`config.mk`:
```
export PLATFORM = sky130hd
export DESIGN_NAME = led_ctrl_top
export DESIGN_NICKNAME = d
export VERILOG_FILES = /design/src/rtl/led_pkg.sv /design/src/rtl/key_debounce.sv /design/src/rtl/led_ctrl_top.sv
export SDC_FILE = /design/constraint.sdc
export NUM_CORES = 1
export LEC_CHECK = 0
export ABC_AREA = 1
export ABC_CLOCK_PERIOD_IN_PS = 1150
export BUFFER_PORTS_ARGS = -buffer_cell sky130_fd_sc_hd__buf_2
export CORE_AREA = 2 2 39 41
export DETAILED_ROUTE_END_ITERATION = 16
export DIE_AREA = 0 0 41 43
export PLACE_DENSITY_LB_ADDON = 0.12
export SYNTH_ARGS = -nofsm -noshare
export SYNTH_HDL_FRONTEND = slang
export SYNTH_SLANG_ARGS = --single-unit
```
`constraint.sdc`:
```
create_clock -name clk -period 1.15 [get_ports clk]
set_clock_uncertainty 0.1 [all_clocks]
set_input_delay 0.23 -clock clk [delete_from_list [all_inputs] [get_ports clk]]
set_output_delay 0.23 -clock clk [all_outputs]
set_load 0.01 [all_outputs]
```
`src/rtl/led_pkg.sv`:
```
// Shared types and constants for the LED controller.
// Purely declarative: no timing or flow control.
// No flow control.
package led_pkg;
  localparam int                 LED_W               = 4;
  localparam logic [LED_W-1:0]   LED_RESET_PAT       = 4'b0001;
  localparam logic               KEY_PRESSED         = 1'b0;
  localparam int                 DEBOUNCE_CYCLES_DEF = 16;

  function automatic logic [LED_W-1:0] rotl(input logic [LED_W-1:0] v);
    return {v[LED_W-2:0], v[LED_W-1]};
  endfunction
endpackage

```
`src/rtl/key_debounce.sv`:
```
// Key synchroniser, debouncer and press-edge detector; LED_DEBOUNCE_EN enables the stability counter.
// Latency: key_stable falls DEBOUNCE_CYCLES+1 edges after first low sample (2 edges without the counter).
// No backpressure: press is a single-cycle pulse that must be consumed when it appears.
module key_debounce
  import led_pkg::*;
#(
  parameter int DEBOUNCE_CYCLES = DEBOUNCE_CYCLES_DEF
) (
  input  logic clk,
  input  logic rst,
  input  logic key_in,
  output logic key_stable,
  output logic press
);

  if (DEBOUNCE_CYCLES < 1) begin : g_cfg_err
    $error("DEBOUNCE_CYCLES must be at least 1");
  end

  logic sync1, sync2;
  logic key_stable_q;

  always_ff @(posedge clk) begin
    if (!rst) begin
      sync1 <= ~KEY_PRESSED;
      sync2 <= ~KEY_PRESSED;
    end else begin
      sync1 <= key_in;
      sync2 <= sync1;
    end
  end

`ifdef LED_DEBOUNCE_EN
  localparam int CNT_W = $clog2(DEBOUNCE_CYCLES + 1);
  logic [CNT_W-1:0] cnt;

  // Any sample matching the accepted level restarts the count, rejecting bounces.
  always_ff @(posedge clk) begin
    if (!rst) begin
      key_stable <= ~KEY_PRESSED;
      cnt        <= '0;
    end else if (sync2 == key_stable) begin
      cnt <= '0;
    end else if (cnt == CNT_W'(DEBOUNCE_CYCLES - 1)) begin
      key_stable <= sync2;
      cnt        <= '0;
    end else begin
      cnt <= cnt + 1'b1;
    end
  end
`else
  // Still registered so the undebounced build keeps a 3-edge key-to-LED latency.
  always_ff @(posedge clk) begin
    if (!rst) key_stable <= ~KEY_PRESSED;
    else      key_stable <= sync2;
  end
`endif

  always_ff @(posedge clk) begin
    if (!rst) key_stable_q <= ~KEY_PRESSED;
    else      key_stable_q <= key_stable;
  end

  assign press = (key_stable_q != KEY_PRESSED) && (key_stable == KEY_PRESSED);

endmodule

```
`src/rtl/led_ctrl_top.sv`:
```
// Push-button LED rotator: each debounced press rotates a one-hot pattern across the LEDs.
// Latency: DEBOUNCE_CYCLES+2 edges key-to-LED (3 edges without LED_DEBOUNCE_EN); led is registered.
// No backpressure: every press event is applied in the cycle it occurs.
module led_ctrl_top
  import led_pkg::*;
#(
  parameter int DEBOUNCE_CYCLES = DEBOUNCE_CYCLES_DEF
) (
  input  logic             clk,
  input  logic             rst,
  input  logic             key_in,
  output logic [LED_W-1:0] led
);

  logic key_stable;
  logic press;

  key_debounce #(
    .DEBOUNCE_CYCLES(DEBOUNCE_CYCLES)
  ) u_deb (
    .clk       (clk),
    .rst       (rst),
    .key_in    (key_in),
    .key_stable(key_stable),
    .press     (press)
  );

  always_ff @(posedge clk) begin
    if (!rst)       led <= LED_RESET_PAT;
    else if (press) led <= rotl(led);
  end

endmodule

```
# Word-level counts from Yosys, hierarchy flattened

Cells that the tools add are included.
Widths: inputs -> output; s select.

Bits in registers: 8
Input bits: 3
Output and inout bits: 4
Logic and storage cells: 7

Bitwise operators: 1
Reductions and logical operators: 1

Operator list:

| kind              | number |
|---|---|
| $logic_and 1x1->1 | 1 |
| $not 1->1         | 1 |

# Logic depth before layout (Yosys ltp)

Gate-level depths: netlist of the first run.

Word-level depth: 2
Gate-level depth with buffers: 4
Depth with buffers taken out: 4

# Modules after synthesis

From an unflattened synthesis of the first run, not the netlist that was laid out.

Cells, all modules: 38
Area total of the unflattened synthesis: 289.0 µm²

Modules (own cells, without submodules):

| module       | times used | cells each | area an instance (µm²) | sequential area each (µm²) |
|---|---|---|---|---|
| led_ctrl_top | 1          | 24         | 171.4                  | 80.1 |
| key_debounce | 1          | 14         | 117.6                  | 80.1 |

# Worst setup path before layout of the first run

OpenSTA, ideal clock, no wires.

Path kind: flip-flop to flip-flop
Start point: register u_deb.key_stable_q
End point: register led[0]
Library setup time: 123 ps
Arrival time: 594 ps
Required time: 927 ps
Slack: 333 ps
Stages on the path, launching flop included: 4
Buffers on the path: 0
Clock period less this slack: 817 ps
Cells stage by stage: dfxtp_1 inv_2 o21ai_1 nand3_1

Longest elaborated chain between the ends: 1

RTL lines:

| element                  | line               | text |
|---|---|---|
| start: declaration       | key_debounce.sv:21 | `logic key_stable_q;` |
| start signal: assignment | key_debounce.sv:60 | `if (!rst) key_stable_q <= ~KEY_PRESSED;` |
| start signal: assignment | key_debounce.sv:61 | `else key_stable_q <= key_stable;` |
| $logic_and 1x1->1        | key_debounce.sv:64 | `assign press = (key_stable_q != KEY_PRESSED) && (key_stable == KEY_PRESSED);` |
| end signal: assignment   | led_ctrl_top.sv:30 | `else if (press) led <= rotl(led);` |
| end: declaration         | led_ctrl_top.sv:12 | `output logic [LED_W-1:0] led` |

Every way passes these cells.
A chain may end at the register's enable or synchronous reset.

# Worst setup path in the final report of the first run

Start point: register led[0]
End point: output port led[0]

No word-level cell between the ends.

==> flow_summary.json, run 1 <==
{
  "synth-simple-area-share_pct": 29.82,
  "fillers": 160,
  "hold_path_end": "u_deb.sync1$_SDFF_PN1_",
  "htreeDepth": 1,
  "yosys_register_bits": 8,
  "routed_wl_um": 441,
  "drt_iter0_drc": 1,
  "core_area_mm2": 0.001384,
  "grtUsageTotal_pct": 7.351,
  "powerDensity_mw_per_mm2": 1483,
  "hold_depth": 3,
  "layout.nets": 50,
  "top_layer": "met3",
  "r2r_cells": 3,
  "fin_util_pct": 25.50,
  "ys_warn_count": 0,
  "netlist_area_um2": 285.3,
  "cts_sinks": 8,
  "synth_nets": 40,
  "reg2reg_from": "u_deb.key_stable_q$_SDFF_PN1_",
  "clock_path_buffers": 2,
  "synthMuxAreaShare_pct": 0,
  "synth_area_per_cell_um2": 7.710,
  "slowest_stage": "dfxtp_1",
  "synth_cell_types": 9,
  "final_antenna_net_count": 0,
  "holdWs_ns": 0.05526,
  "synth_compound_area_share_pct": 1.754,
  "area_growth_pct": 23.68,
  "cp_top_family": "flip-flops",
  "worstMarginPinSlew_ns": 0.1834,
  "seq_area_frac_synth_pct": 56.14,
  "ir_drop_mv": 0.5478,
  "rows": 14,
  "hold_path_class": "input pin to register",
  "drc": 0,
  "finalPower_uw": 523.4,
  "insertion_delay_ns": 0.24,
  "final-setup-viol-count": 0,
  "grt_first_pass_wirelength_um": 828,
  "met3RoutedLength_um": 47,
  "multi_input_area_um2": 90.09,
  "start_kind": "register",
  "grt_max_degree": 9,
  "grt_pass1_vias": 234,
  "layoutNonFillerInstCount": 61,
  "yosysTopAreaCell": "dfxtp_1",
  "wl_met1_um": 194,
  "die_w_um": 41,
  "fmax_mhz": 944.7,
  "crit_path_end_kind": "output port",
  "cap_viol_max_count": 0,
  "min_period_ns": 1.059,
  "clkTransAtPathRegs_ns": 0.05,
  "tritoncts": "yes",
  "fin_ws_ns": 0.09142,
  "cpPeakStageDelay_ns": 0.35,
  "diodes": 0,
  "dp.cells": 58,
  "drv_slew": 0,
  "synth_top_family_by_area": "simple AND/OR/NAND/NOR gates",
  "timing.slew.headroom_pct": 87.76,
  "start_util_pct": 20.61,
  "synth_cells": 37,
  "drive_gt1_share_pct": 26.67,
  "yosys.area.top_type_share_pct": 56.14,
  "cts_setup_buffers": 0,
  "cts_buffers": 3,
  "cp.buffers_inverters": 1,
  "dp_hpwl_um": 368.2,
  "antenna_found_initial": 0,
  "min_from": "key_in",
  "critPathMaxFanout": 3,
  "vias_per_cell": 3.934,
  "cts-hold-fix-buffers": 0,
  "r2r_setup_slack_ns": 0.26,
  "rsz0062_at_grt": "false",
  "leakage_nw": 0.1856,
  "vias": 240,
  "die_h_um": 43,
  "synth_fa_ha_area_share_pct": 0,
  "met2WireLength_um": 199,
  "die_area_mm2": 0.001763,
  "status": "completed",
  "path_class": "register to output port",
  "placed_cell_area_um2": 330.3,
  "arrival_ns": 0.73,
  "crit_required_ns": 0.82,
  "cts_resized": 0,
  "synthTopCellsByArea": "dfxtp_1 56%, nand2_1 9.2%, nand3_1 8.8%, inv_1 7.9%, nor2_1 7.9%",
  "wl_per_cell_um": 7.230,
  "regArea_um2": 160.2,
  "final_area_um2": 352.8,
  "post-route-period-util_pct": 92.05,
  "overflow": 0,
  "cp_cell_sequence": "buf_2",
  "hold_violations": 0,
  "port_buffers": 6,
  "r2r-end": "led[0]$_SDFFE_PN1P_",
  "io_pins": 7,
  "pre_cts_ws_ns": 0.2689,
  "firstDrtPassIters": 3,
  "cts-root-buf": "clkbuf_4",
  "place.gp.congestion": 0.6325,
  "synthXorXnorAreaFrac_pct": 0,
  "fin_tns_setup_ns": 0
}
-- sequential cells by signal, indices dropped and copies added, names as in the netlist --
register	flops
u_deb.sync2	1
u_deb.key_stable_q	1
u_deb.key_stable	1
u_deb.sync1	1
led	4
-- tightest hold or removal path: stages --
cell and delay [ns]:
buf_2 0.07, inv_1 0.03, nand2_1 0.04
-- report_power, final --
part	switching [mW]	leakage (nW)	total, mW	internal (mW)
Combinational	0.0178	0.106	0.0313	0.0136
Sequential	0.00602	0.0655	0.294	0.287
Clock	0.0801	0.0138	0.199	0.118
Total	0.104	0.186	0.523	0.419
-- layout by cell type (no fill, tap or decap) --
cell	n
nor2_4	1
inv_1	6
dfxtp_1	8
o21ai_1	1
nor2_1	6
clkbuf_4	3
inv_2	2
nand3_1	5
buf_2	6
nand2_1	7
-- cells in the mapped netlist, drive strengths merged --
library cell  instances
inv                   8
nor2                  7
nand3                 5
dfxtp                 8
o21ai                 1
nand2                 7
buf                   1
-- cell type report --
cell class / instances / area share, %
flip-flops and latches: 8 / 45.39
multi-input cells: 20 / 25.53
well taps: 16 / 5.674
repair buffers: 6 / 8.511
clock buffers: 3 / 6.383
inverters: 8 / 8.511
-- worst max-delay path by stage --
stage,startpoint,end,slack [ns],cells past startpoint
3_5_place_dp,u_deb.key_stable_q$_SDFF_PN1_,led[0]$_SDFFE_PN1P_,0.27,3
4_1_cts,led[0]$_SDFFE_PN1P_,led[0],0.07,1
6_report,led[0]$_SDFFE_PN1P_,led[0],0.09,1
5_1_grt,led[2]$_SDFFE_PN0P_,led[2],0.04,1
3_3_place_gp,u_deb.key_stable_q$_SDFF_PN1_,led[0]$_SDFFE_PN1P_,0.29,3
2_1_floorplan,u_deb.key_stable_q$_SDFF_PN1_,led[0]$_SDFFE_PN1P_,0.33,3
-- per-layer routing --
metal | vias up | track usage [%]
li1 | 131 | -
met1 | 103 | 8.117
met2 | 6 | 9.375
met3 | 0 | 4.712
met4 | 0 | 6.000
met5 | - | 0
-- cells by family (layout without fill, tap and decap cells) --
group	after synthesis	in the layout
AND/OR/NAND/NOR	19	19
buffers and inverters	9	17
flip-flops	8	8
AO/OA/AOI/OAI	1	1
No activity file was read; power rests on OpenSTA's default activity.
==> inputs of run 2 (changes only) <==
==> constraint.sdc (replaced) <==
create_clock -name clk -period 1.15 [get_ports clk]
set_clock_uncertainty 0.1 [all_clocks]
set_input_delay 0.115 -clock clk [delete_from_list [all_inputs] [get_ports clk]]
set_output_delay 0.115 -clock clk [all_outputs]
set_load 0.01 [all_outputs]
==> flow_summary.json, run 2 (synthesis results as in run 1) <==
{
  "core_area_mm2": 0.001384,
  "cts-root-buf": "clkbuf_4",
  "die_h_um": 43,
  "cp_cell_sequence": "buf_2",
  "grtUsageTotal_pct": 7.452,
  "antenna_found_initial": 0,
  "grt_max_degree": 9,
  "hold_path_class": "input pin to register",
  "clkTransAtPathRegs_ns": 0.05,
  "htreeDepth": 1,
  "leakage_nw": 0.1898,
  "drive_gt1_share_pct": 26.09,
  "final_area_um2": 362.8,
  "start_util_pct": 20.61,
  "path_class": "register to output port",
  "insertion_delay_ns": 0.24,
  "powerDensity_mw_per_mm2": 1455,
  "final_antenna_net_count": 0,
  "tritoncts": "yes",
  "r2r_setup_slack_ns": 0.27,
  "cp.buffers_inverters": 1,
  "die_area_mm2": 0.001763,
  "status": "completed",
  "rows": 14,
  "drc": 0,
  "diodes": 0,
  "vias": 244,
  "largest_register_ffs": 4,
  "worstMarginPinSlew_ns": 0.1816,
  "vias_per_cell": 3.935,
  "layout.nets": 51,
  "cts_sinks": 8,
  "routed_wl_um": 463,
  "die_w_um": 41,
  "cap_viol_max_count": 0,
  "drv_slew": 0,
  "post-route-period-util_pct": 81.79,
  "place.gp.congestion": 0.6325,
  "arrival_ns": 0.73,
  "io_pins": 7,
  "fin_tns_setup_ns": 0,
  "slowest_stage": "dfxtp_1",
  "port_buffers": 6,
  "start_kind": "register",
  "area_growth_pct": 27.19,
  "grt_first_pass_wirelength_um": 848,
  "cp_top_family": "flip-flops",
  "fmax_mhz": 1063,
  "placed_cell_area_um2": 330.3,
  "crit_required_ns": 0.94,
  "cts_setup_buffers": 0,
  "fillers": 159,
  "regMostFlops": "led",
  "wl_per_cell_um": 7.468,
  "rsz0062_at_grt": "false",
  "cpPeakStageDelay_ns": 0.34,
  "critPathMaxFanout": 3,
  "min_period_ns": 0.9405,
  "firstDrtPassIters": 1,
  "ir_drop_mv": 0.5550,
  "timing.slew.headroom_pct": 87.87,
  "overflow": 0,
  "crit_path_end_kind": "output port",
  "dp_hpwl_um": 368.2,
  "drt_iter0_drc": 0,
  "final-setup-viol-count": 0,
  "final_common_cell": "dfxtp_1",
  "final_cell_mix": "8 x dfxtp_1, 7 x nand2_1, 6 x nor2_1, 6 x inv_1, 6 x buf_2",
  "clock_path_buffers": 2,
  "cts_buffers": 3,
  "grt_pass1_vias": 240,
  "hold_violations": 0
}
[run 2: changes by cell type in the layout (fill, tap and decap cells not counted), sizes merged]
cell	change
dlygate4sd3	+1
[run 2: stage by stage]
stage | util [%] | hold slack, ns | worst slack (ns) | total power [mW] | cells
after global routing | 26.22 | 0.01281 | 0.1560 | 0.5663 | 62
after CTS | 26.22 | 0.006724 | 0.1876 | 0.5415 | 62
final | 26.22 | 0.01449 | 0.2095 | 0.5278 | 62
after floorplan | - | 0.09982 | 0.3334 | 0.3206 | 37
after detailed placement | 23.87 | 0.1891 | 0.2689 | 0.3316 | 58
after global placement | 23.87 | 0.1854 | 0.2901 | 0.3305 | 58
[run 2: where the power goes]
part           switching, mW  internal (mW)
clock                 0.0817          0.118
combinational         0.0184         0.0158
sequential           0.00594          0.287
[run 2: timing repair]
item / 4_1_cts / 5_1_grt
hold endpoints to repair: 1 / 0
hold buffers: 1 / 0
resized for setup: 0 / 0
[run 2: routing by layer]
layer  track usage (%)  vias to the layer above  wire length, µm
li1                  -                      132                -
met1             7.792                      106              195
met2             10.00                        6              223
met3             4.712                        0               44
met4             6.000                        0                0
met5                 0                        -                0
[run 2: layout make-up]
type	count	area [µm²]	share of cell area, %
Sequential cell	8	160.2	44.14
Tap cell	16	20.02	5.517
Multi-Input combinational cell	20	90.09	24.83
Timing Repair Buffer	7	40.04	11.03
Inverter	8	30.03	8.276
Clock buffer	3	22.52	6.207
[run 2: final timing paths]
path | startpoint | to | depth (start not counted)
worst max-delay path | led[0]$_SDFFE_PN1P_ | led[0] | 1
worst min-delay path | rst | u_deb.sync2$_SDFF_PN1_ | 2
worst max register to register | u_deb.key_stable_q$_SDFF_PN1_ | led[0]$_SDFFE_PN1P_ | 3
worst min register to register | u_deb.sync2$_SDFF_PN1_ | u_deb.key_stable$_SDFF_PN1_ | 2
==> inputs of run 3 (changes only) <==
Settings changed: ABC_AREA 1 to 0, ABC_CLOCK_PERIOD_IN_PS 1150 to 850.
Clock period 1.15 ns to 0.85 ns, I/O delays scaled along.
==> flow_summary.json, run 3 <==
{
  "status": "finished with violations",
  "violations": "negative hold slack, negative setup slack",
  "top_layer": "met3",
  "grtUsageTotal_pct": 6.552,
  "fmax_mhz": 1125,
  "io_pins": 7,
  "dp.cells": 45,
  "overflow": 0,
  "regArea_um2": 165.2,
  "synth_nets": 26,
  "rows": 14,
  "die_area_mm2": 0.001763,
  "htreeDepth": 1,
  "final_cell_mix": "4 x nand2_1, 4 x nand2b_1, 4 x dfxtp_2, 4 x dfxtp_1",
  "cpPeakStageDelay_ns": 0.32,
  "area_growth_pct": 43.33,
  "grt_max_degree": 10,
  "arrival_ns": 0.96,
  "slowest_stage": "dfxtp_2",
  "cp_top_family": "flip-flops",
  "power.share.combinational_pct": 5.2,
  "synth_edf_count": 0,
  "firstDrtPassIters": 1,
  "antenna_found_initial": 0,
  "holdWs_ns": -0.01070,
  "internal_power_uw": 569.3,
  "critPathMaxFanout": 4,
  "yosysMostFrequentCell": "dfxtp_1",
  "synth_area_per_cell_um2": 11.42,
  "worstMarginPinSlew_ns": 0.1252,
  "final-setup-viol-count": 7,
  "post-route-period-util_pct": 104.6,
  "layout.nets": 39,
  "regMostFlops": "led",
  "yosys.area.top_type_share_pct": 60.95,
  "hold_violations": 3,
  "cts_sinks": 8,
  "drt_iter0_drc": 0,
  "grt_first_pass_wirelength_um": 655,
  "cts-hold-fix-buffers": 1,
  "met2WireLength_um": 163,
  "wl_per_cell_um": 8.240,
  "yosys_register_bits": 8,
  "ir_drop_mv": 0.9346,
  "cp.buffers_inverters": 0,
  "switching_share_pct": 19.71,
  "fin_ws_ns": -0.03880,
  "async_reset_ff_share_pct": 0,
  "placed_cell_area_um2": 312.8,
  "start_kind": "register",
  "ys_warn_count": 0,
  "rsz0062_at_grt": "true",
  "largest_register_ffs": 4,
  "drc": 0,
  "fillers": 139,
  "port_buffers": 6,
  "hold_path_class": "input pin to register",
  "insertion_delay_ns": 0.25,
  "core_area_mm2": 0.001384,
  "seq_power_share_pct": 55.3,
  "p_sw_uw": 139.8,
  "final_antenna_net_count": 0,
  "crit_required_ns": 0.92,
  "synth_common_cells": "8 x dfxtp_1, 4 x nand2_1, 4 x nand2b_1, 3 x mux2i_1",
  "diodes": 0,
  "leakage_nw": 0.1628,
  "clkTransAtPathRegs_ns": 0.05,
  "crit_path_end_kind": "register",
  "start_util_pct": 18.99,
  "cap_viol_max_count": 0,
  "tritoncts": "yes",
  "synth_cells": 23,
  "layoutNonFillerInstCount": 50,
  "synthTopCellsByArea": "dfxtp_1 61%, mux2i_1 11%, nand2b_1 9.5%, nand2_1 5.7%, nor2b_4 5.2%",
  "die_h_um": 43,
  "clkPwrFrac_pct": 39.6,
  "final_area_um2": 376.6,
  "cts-root-buf": "clkbuf_4",
  "drive_gt1_share_pct": 44.12,
  "routed_wl_um": 412,
  "synthFlopType": "dfxtp_1",
  "powerDensity_mw_per_mm2": 1883,
  "cts_buffers": 3,
  "wl_met1_um": 192,
  "multi_input_area_um2": 98.84,
  "place.gp.congestion": 0.6302,
  "path_class": "register to register",
  "timing.slew.headroom_pct": 91.41,
  "seq_area_frac_synth_pct": 60.95,
  "cp_cell_sequence": "nor2b_4 -> mux2i_1",
  "die_w_um": 41,
  "met3RoutedLength_um": 57,
  "vias": 179,
  "yosysTopAreaCell": "dfxtp_1",
  "grt_pass1_vias": 167,
  "synth_cell_types": 8,
  "vias_per_cell": 3.580,
  "drv_slew": 0,
  "netlist_area_um2": 262.8,
  "clock_path_buffers": 2,
  "min_period_ns": 0.8888
}
[run 3: metrics by stage]
stage	hold slack [ns]	util, %	total power, mW	setup slack, ns	TNS [ns]
floorplan	0.05804	-	0.4129	0.02209	0
global placement	0.1693	22.60	0.4282	-0.05236	-0.09118
detailed placement	0.1767	22.60	0.4278	-0.04252	-0.1056
CTS	-0.01749	27.22	0.7285	-0.05341	-0.2595
global route	-0.004244	27.22	0.7558	-0.08723	-0.4526
finish	-0.01070	27.22	0.7090	-0.03880	-0.1629
[run 3: final cells by class]
type / instances / area share, %
Inverter: 1 / 0.9967
Multi-Input combinational cell: 14 / 26.25
Clock buffer: 3 / 5.980
Sequential cell: 8 / 43.85
Timing Repair Buffer: 8 / 17.61
Tap cell: 16 / 5.316
[run 3: kinds of logic after synthesis]
family                 after synthesis  share of synthesized area, %
and+or+nand+nor                     10                         23.33
AOI/OAI and AO/OA                    1                         2.858
DFF                                  8                         60.95
muxes                                3                         11.43
buffers and inverters                1                         1.427
[run 3: layer usage]
metal / GRT usage (%) / vias up
met4: 2.000 / 0
met2: 7.187 / 8
met1: 6.840 / 74
li1: - / 97
met5: 0 / -
met3: 9.424 / 0
[run 3: what timing repair did]
| action | 4_1_cts | 5_1_grt |
|---|---|---|
| cloned | 0 | 0 |
| hold endpoints to repair | 4 | 2 |
| endpoints found under the setup margin | 7 | 8 |
| gates resized for setup | 7 | 0 |
| buffers inserted | 1 | 0 |
[run 3: final timing paths]
check / endpoint / from / slack, ns / cells after the start
worst min register to register: u_deb.key_stable$_SDFF_PN1_ / u_deb.sync2$_SDFF_PN1_ / 0.31 / 1
worst min-delay path: u_deb.key_stable_q$_SDFF_PN1_ / rst / -0.01 / 2
worst max-delay path: led[2]$_SDFFE_PN0P_ / u_deb.key_stable_q$_SDFF_PN1_ / -0.04 / 2
worst max register to register: led[2]$_SDFFE_PN0P_ / u_deb.key_stable_q$_SDFF_PN1_ / -0.04 / 2
[run 3: power groups by stage]
stage | registers (mW) | logic (mW) | clock network, mW
finish | 0.392 | 0.0365 | 0.281
detailed placement | 0.398 | 0.0300 | 0
CTS | 0.392 | 0.0373 | 0.300
global route | 0.392 | 0.0413 | 0.322
global placement | 0.398 | 0.0300 | 0
floorplan | 0.399 | 0.0137 | 0
[run 3: worst reg2reg max path, delay by kind of cell (launching register included)]
kind / cells / cell delay, ns
flip-flops: 1 / 0.32
multiplexers: 1 / 0.20
AND/OR/NAND/NOR: 1 / 0.19
